`src/rtl/ic74595_pkg.sv`:
```
// ---------------------------------------------------------------------------
// ic74595_pkg
// Shared definitions for the 74x595 chain driver and its phase timer.
//   - state_t         : driver FSM states
//   - BITS_PER_CHIP   : width of one 74x595 stage
//   - transfer_cycles : clk cycles from the accept edge to the end of LATCH
// ---------------------------------------------------------------------------
package ic74595_pkg;

  localparam int BITS_PER_CHIP = 8;

  typedef enum logic [1:0] {
    IDLE     = 2'd0,
    SHIFT_LO = 2'd1,
    SHIFT_HI = 2'd2,
    LATCH    = 2'd3
  } state_t;

  // Every bit costs one low and one high SRCLK half-period, and the latch
  // pulse costs one more half-period.
  function automatic int transfer_cycles(input int width, input int clk_div);
    return (2 * width + 1) * clk_div;
  endfunction

endpackage

```
`src/rtl/ic74595_tick.sv`:
```
// ---------------------------------------------------------------------------
// ic74595_tick
// Loadable down-counter that times one SRCLK/RCLK half-period.
// Loading restarts the count; phase_end is high during the last of the
// CLK_DIV cycles that follow a load.
// Ports:
//   clk       : system clock
//   rst       : asynchronous active-high reset
//   load      : restart the half-period (asserted on every state change)
//   phase_end : current half-period finishes at the next rising edge
// ---------------------------------------------------------------------------
module ic74595_tick
  import ic74595_pkg::*;
#(
  parameter int CLK_DIV = 2
) (
  input  logic clk,
  input  logic rst,
  input  logic load,
  output logic phase_end
);

  localparam int CW = $clog2(CLK_DIV + 1);
  localparam logic [CW-1:0] LOAD_VAL = CW'(CLK_DIV - 1);

  logic [CW-1:0] count;

  // Count down from CLK_DIV-1 after each load and rest at zero, so the
  // strobe stays up until the owner reloads it on its next state change.
  always_ff @(posedge clk or posedge rst) begin
    if (rst) begin
      count <= '0;
    end else if (load) begin
      count <= LOAD_VAL;
    end else if (count != '0) begin
      count <= count - CW'(1);
    end
  end

  assign phase_end = (count == '0);

endmodule

```
`src/rtl/ic74595_chain_driver.sv`:
```
// ---------------------------------------------------------------------------
// ic74595_chain_driver
// Transmit-side controller for a daisy chain of 74x595 shift registers.
// A word accepted on valid_i/ready_o is serialised onto ser_o with a divided
// SRCLK, then RCLK is pulsed so the chips present the new word.
// Optional macro IC74595_OE_CTRL_EN adds oe_n_o, which holds the 595 outputs
// disabled until the first word has been latched.
// Ports:
//   clk, rst : system clock, asynchronous active-high reset
//   data_i   : parallel word, 8*N_CHIPS bits
//   valid_i  : data_i valid
//   ready_o  : idle, next word accepted on valid_i
//   ser_o    : to 595 SER
//   srclk_o  : to 595 SRCLK (chips shift on its rising edge)
//   rclk_o   : to 595 RCLK (chips latch on its rising edge)
//   oe_n_o   : to 595 /OE (only with IC74595_OE_CTRL_EN)
//   done_o   : one-cycle pulse when the latch phase completes
// ---------------------------------------------------------------------------
module ic74595_chain_driver
  import ic74595_pkg::*;
#(
  parameter int N_CHIPS   = 1,
  parameter int CLK_DIV   = 2,
  parameter int MSB_FIRST = 1
) (
  input  logic                             clk,
  input  logic                             rst,
  input  logic [BITS_PER_CHIP*N_CHIPS-1:0] data_i,
  input  logic                             valid_i,
  output logic                             ready_o,
  output logic                             ser_o,
  output logic                             srclk_o,
  output logic                             rclk_o,
`ifdef IC74595_OE_CTRL_EN
  output logic                             oe_n_o,
`endif
  output logic                             done_o
);

  localparam int W  = BITS_PER_CHIP * N_CHIPS;
  localparam int BW = $clog2(W + 1);

  state_t        state;
  logic [W-1:0]  shreg;
  logic [W-1:0]  shreg_next;
  logic [BW-1:0] bit_cnt;
  logic          accept;
  logic          phase_end;
  logic          tick_load;

  // The bit on ser_o is always the leading end of the shift register, so
  // shifting toward that end exposes the next bit.
  function automatic logic lead_bit(input logic [W-1:0] v);
    return (MSB_FIRST != 0) ? v[W-1] : v[0];
  endfunction

  assign shreg_next = (MSB_FIRST != 0) ? {shreg[W-2:0], 1'b0}
                                       : {1'b0, shreg[W-1:1]};

  assign accept    = (state == IDLE) && valid_i && ready_o;
  assign tick_load = accept || ((state != IDLE) && phase_end);

  ic74595_tick #(
    .CLK_DIV (CLK_DIV)
  ) u_tick (
    .clk       (clk),
    .rst       (rst),
    .load      (tick_load),
    .phase_end (phase_end)
  );

  // Driver FSM with registered pin outputs. ser_o only moves on entry to
  // SHIFT_LO (and back to 0 on return to IDLE), giving CLK_DIV cycles of
  // setup and hold around every SRCLK rise. It is left alone during LATCH
  // because the last bit still needs its hold time.
  always_ff @(posedge clk or posedge rst) begin
    if (rst) begin
      state   <= IDLE;
      ready_o <= 1'b1;
      ser_o   <= 1'b0;
      srclk_o <= 1'b0;
      rclk_o  <= 1'b0;
      done_o  <= 1'b0;
      shreg   <= '0;
      bit_cnt <= '0;
`ifdef IC74595_OE_CTRL_EN
      oe_n_o  <= 1'b1;
`endif
    end else begin
      done_o <= 1'b0;
      case (state)
        IDLE: begin
          if (accept) begin
            shreg   <= data_i;
            ser_o   <= lead_bit(data_i);
            bit_cnt <= '0;
            ready_o <= 1'b0;
            state   <= SHIFT_LO;
          end
        end
        SHIFT_LO: begin
          if (phase_end) begin
            srclk_o <= 1'b1;
            state   <= SHIFT_HI;
          end
        end
        SHIFT_HI: begin
          if (phase_end) begin
            srclk_o <= 1'b0;
            bit_cnt <= bit_cnt + BW'(1);
            if (bit_cnt == BW'(W - 1)) begin
              rclk_o <= 1'b1;
              state  <= LATCH;
            end else begin
              shreg  <= shreg_next;
              ser_o  <= lead_bit(shreg_next);
              state  <= SHIFT_LO;
            end
          end
        end
        LATCH: begin
          if (phase_end) begin
            rclk_o  <= 1'b0;
            ser_o   <= 1'b0;
            ready_o <= 1'b1;
            done_o  <= 1'b1;
            bit_cnt <= '0;
            state   <= IDLE;
`ifdef IC74595_OE_CTRL_EN
            oe_n_o  <= 1'b0;
`endif
          end
        end
        default: begin
          state <= IDLE;
        end
      endcase
    end
  end

endmodule
```
`config.mk`:
```
export PLATFORM = sky130hd
export DESIGN_NAME = ic74595_chain_driver
export DESIGN_NICKNAME = d
export VERILOG_FILES = /design/src/rtl/ic74595_pkg.sv /design/src/rtl/ic74595_tick.sv /design/src/rtl/ic74595_chain_driver.sv
export SDC_FILE = /design/constraint.sdc
export NUM_CORES = 1
export LEC_CHECK = 0
export ABC_AREA = 1
export CORE_MARGIN = 8
export CORE_UTILIZATION = 55
export DETAILED_ROUTE_END_ITERATION = 8
export PLACE_DENSITY = 0.9
export SLEW_MARGIN = 5
export SYNTH_ARGS = -nofsm -noshare
export SYNTH_HDL_FRONTEND = slang
export SYNTH_SLANG_ARGS = --single-unit
```
`constraint.sdc`:
```
create_clock -name clk -period 2 [get_ports clk]
set_input_delay 0.3 -clock clk [delete_from_list [all_inputs] [get_ports clk]]
set_output_delay 0.3 -clock clk [all_outputs]
set_load 0.005 [all_outputs]
```
Word level (Yosys, flattened, before mapping)
Index checks and enable logic that the tools add are counted.

Word-level logic and storage cells: 72. Register bits: 20. Bits of input ports: 11. Output and inout bits: 5.

Reductions and logical operators: 21. $add $sub $neg: 2. Muxes and demuxes: 30. Eq/ne operators: 10.

Operators by type and width (count): $mux W7 (3); $reduce_and A4 Y1 (4); $mux W2 (7); $pmux W7 S2 (1); $reduce_bool A2 Y1 (7); $mux W4 (3); $ne A2 B2 Y1 const B (6); $pmux W4 S3 (1); $mux W1 (10); $pmux W2 S4 (1); $pmux W1 S2 (3); $reduce_and A3 Y1 (2); $reduce_and A5 Y1 (1); $add A4 B1 Y4 const B (1); $eq A2 B2 Y1 const B (2); $eq A4 B3 Y1 const B (1); $logic_not A2 Y1 (2); $logic_and A1 B1 Y1 (3); $pmux W1 S3 (1); $reduce_bool A3 Y1 (1); $eq A2 B1 Y1 const B (1); $sub A2 B1 Y2 const B (1); $logic_or A1 B1 Y1 (1).

Depth between registers and ports, before layout
Depth after elaboration: 5. Gate-level depth with buffers: 9.

Hierarchy
From an unflattened synthesis, not the netlist that was laid out.

Cell total of the unflattened synthesis: 162. Area, all modules: 1241.2 um2.

Modules (own cells, without submodules): ic74595_chain_driver (area an instance 1129.8 um2, seq. area each 451.7 um2, instances 1, cells each 147); ic74595_tick (area an instance 111.4 um2, seq. area each 50.0 um2, instances 1, cells each 15).

Least setup slack after synthesis
No wires, ideal clock.

Path kind: register to register. Start: register u_tick.count[0]. End: register shreg[1]. Data arrival time: 1.155 ns. Path slack: 0.727 ns. Buffers on the path: 0. Stages on the path, launching flop included: 10. Path through: dfrtp_1 > inv_1 > ha_1 > nand2_4 > clkinv_4 > nand2_4 > nand2_8 > nand2_8 > nand2_1 > nand2_1.

Cells in the longest elaborated chain, start to end: 3.

Ends and longest elaborated chain: start, declared (RTL line ic74595_tick.sv:26) `logic [CW-1:0] count;`; start signal, assigned (RTL line ic74595_tick.sv:36) `count <= count - CW'(1);`; $logic_not A2 Y1 (RTL line ic74595_tick.sv:40) `assign phase_end = (count == '0);`; $ne A2 B2 Y1 (no line); $reduce_and A4 Y1 (no line); end signal, assigned (RTL line ic74595_chain_driver.sv:94) `shreg <= data_i;`; end signal, assigned (RTL line ic74595_chain_driver.sv:115) `shreg <= shreg_next;`; end, declared (RTL line ic74595_chain_driver.sv:44) `logic [W-1:0] shreg;`.

Every way passes these cells. A chain may end at the register's enable or synchronous reset.

Worst setup path after layout
Start: register ready_o. End: output ready_o.

RTL lines: start, declared (RTL line ic74595_chain_driver.sv:30) `output logic ready_o,`; start signal, assigned (RTL line ic74595_chain_driver.sv:79) `ready_o <= 1'b1;`; start signal, assigned (RTL line ic74595_chain_driver.sv:97) `ready_o <= 1'b0;`; start signal, assigned (RTL line ic74595_chain_driver.sv:125) `ready_o <= 1'b1;`.

No word-level cell between the ends.

==> metrics.md <==
| Metric | Value |
|---|---|
| Largest net degree at the start of global routing | 21 |
| Status | completed |
| Register-to-register setup slack | between 500 and 600 ps |
| Crit path arrival time | 1370 ps |
| Syn_nets | about 140 |
| Fmax | 599 MHz |
| # clock sinks | 20 |
| Post-Syn Area | 0.00108 mm² |
| Final worst-path cycle share | 0.834 |
| #FFs+latches synth | 20 |
| CTS Hold Bufs | 0 |
| Mux cell area share after synthesis | 0 |
| Initial antenna violation count | 0 |
| Power Density | 1230 mW/mm² |
| CTS root buf | clkbuf_4 |
| Reg2reg start | u_tick.count[0] |
| Final worst setup slack | 331 ps |
| Io pins | 16 |
| Share of layout cells above drive strength 1 | 0.142 |
| CTS Buffer Depth | 2 |
| Clk slew on worst S/H paths | 110 ps |
| Final setup violating endpoints | 0 |
| Die X-Extent | 60.4 µm |
| Top-area cell type share of the netlist area | 0.439 |
| Delay-heaviest family, CP | flip-flops |
| Compound-Gate Fraction of Synth Area | 0.0554 |
| Met3 wire len | 80 µm |
| Slowest cell on crit path | dfstp_2 |
| Number of distinct library cells after synthesis | 21 |
| End of the critical path | ready_o |
| Post-DP HPWL | approximately 1700 µm |
| Slew @ Worst Pin | about 280 ps |
| Crit path kind | register to output port |
| RSZ-0062 raised after global routing | false |
| Nets | 162 |
| Die area | 0.00365 mm² |
| Area share of fa/ha/maj cells after synthesis | 0.0231 |
| Post-synthesis simple-gate area fraction | 0.409 |
| Clock Latency Late Sink | roughly 300 ps |
| Port Buf Inserts | 15 |
| Relative slew margins | 0.815 |
| CP required | approximately 1700 ps |
| Via density | roughly 5.3 |
| GRT overflow | 0 |
| Layout area overhead | 21.0% |
| Pre-antenna DRT Iters | 4 |
| R2r endpoint | shreg[5] |
| CTS tree | built |
| Worst r2r path cells | 9 |
| Wire length on met2 | roughly 1200 µm |
| Max Slew Vio Count | 0 |
| DR DRC count | 0 |
| Core area | 0.00190 mm² |
| Routed via count | approximately 920 |
| Site Rows | 16 |
| Die Span Y | roughly 60 µm |
| Synth Area in XOR/XNOR | 0 |
| TNS Setup | 0 ps |
| Top Layer Used | met4 |
| Peak supply drop | 787 µV |
| Global Route Usage Sum | 0.137 |
| Post-CTS setup repair buffer count | 0 |
| CP Buf/Inv Count | 1 |
| First-pass GRT wire length | 3780 µm |
| CP Max Fanout | 3 |
| Num CTS Buffers | 3 |
| Antenna cells | 0 |
| CP startpoint | ready_o |
| CP cell instances | clkdlybuf4s50_1 |
| Initial DRC count | 22 |
| Antenna viol nets, final | 0 |
| GPL Wtd Cong | 0.863 |
| Area leader, netlist | dfrtp_1 |
| Max-cap viol count | 0 |
| Worst Hold Class | primary input to async pin |
| Sequential share of the synthesized area | 0.463 |
| CP Depth | 1 |
| Leak Pwr | 0.000678 µW |
| Initial Util | 0.570 |
| Final Hold Viols | 0 |
| Synth warnings | 0 |
| CP startpoint kind | register |
| Vias in the first global route | roughly 910 |
| Setup crit end kind | output port |
| Critical Path Max Stage Delay | 560 ps |
| PostCTS Resize Cnt | 0 |
| WL per Instance | approximately 13 µm |
| WL final | 2240 µm |
| Fin crit period | about 1700 ps |
| Wl on met1 | 915 µm |
| Largest family of logic cells by synthesized area | simple AND/OR/NAND/NOR gates |
| Top cells by area, synth | dfrtp_1, nand2_1, nand2_8 |
| Syn_area_per_cell | 8.47 µm² |
| DP Worst Slack | 540 ps |
| H-Tree Level Count | 1 |
| Clk_skew | around 4.8 ps |
| Cell count after synthesis | 128 |
## power breakdown
part / leakage, µW / switching [µW] / internal, µW
registers: 0.000254 / 106 / 559
clock network: 0.0000210 / 123 / 111
logic: 0.000403 / 432 / 280
## kinds of logic (layout without fill, tap and decap cells)
group	Yosys count	after routing
adders and majority gates	2	2
DFF	20	20
and+or+nand+nor	84	84
AOI/OAI and AO/OA	11	11
buffers and inverters	11	31
## worst min path at each step
stage             start    endpoint  slack (ps)  cells past startpoint
6_report            rst    state[0]         330                      3
5_1_grt             rst    state[0]         370                      3
4_1_cts             rst    state[0]         340                      3
3_5_place_dp   shreg[0]    shreg[0]         460                      2
3_3_place_gp   shreg[0]    shreg[0]         460                      2
2_1_floorplan       rst  bit_cnt[0]         260                      1
## cells in the mapped netlist
cell type / number
o21bai_1: 1
inv_2: 2
o21ai_0: 3
nand2_8: 3
inv_1: 7
nor2_2: 1
nand2_4: 5
clkinv_4: 1
dfrtp_1: 19
nand2_1: 53
o21ai_1: 3
dfstp_2: 1
nor2_1: 6
o211ai_1: 1
a21oi_1: 3
nor2_8: 1
nand3_1: 12
inv_8: 1
nand4_1: 2
or2_2: 1
ha_1: 2
## cells in the final DEF, fill, tap and decap left out
master,count
nor2_8,1
o21bai_1,1
inv_8,1
nand2_1,53
o21ai_1,3
nand2_8,3
nor2_2,1
nand2_4,5
inv_1,7
clkbuf_8,1
clkdlybuf4s50_1,15
nand3_1,12
inv_2,2
ha_1,2
a21oi_1,3
clkinv_4,1
o211ai_1,1
nand4_1,2
dfstp_2,1
dfrtp_1,19
clkbuf_4,3
o21ai_0,3
nor2_1,6
or2_2,1
buf_4,1
## per-stage QoR
step	hold slack, ps	std cells	utilization	power [µW]	area, µm²
final	329	175	0.689	1610	1310
after global routing	367	175	0.689	1750	1310
after CTS	343	175	0.689	1620	1310
after detailed placement	460	171	0.670	1380	1270
after global placement	460	171	0.670	1350	1270
after floorplan	263	128	-	1170	1080
## metal layers
layer  vias to the layer above  track usage
met2                        17        0.242
li1                        449            -
met4                         0       0.0952
met5                         -            0
met1                       449        0.149
met3                         6       0.0148
## state kept, by name (all words and copies together), names as in the netlist, 2 cells and up
| name | cells |
|---|---|
| shreg | 7 |
| u_tick.count | 2 |
| state | 2 |
| bit_cnt | 4 |
## final cells by class
cell class,count,area (µm²)
clock buffers,4,36.3
fillers,146,591
inverters,11,53.8
multi-input cells,97,528
flip-flops and latches,20,502
well taps,27,33.8
repair buffers,16,158
(Power assumes the default switching activity.)
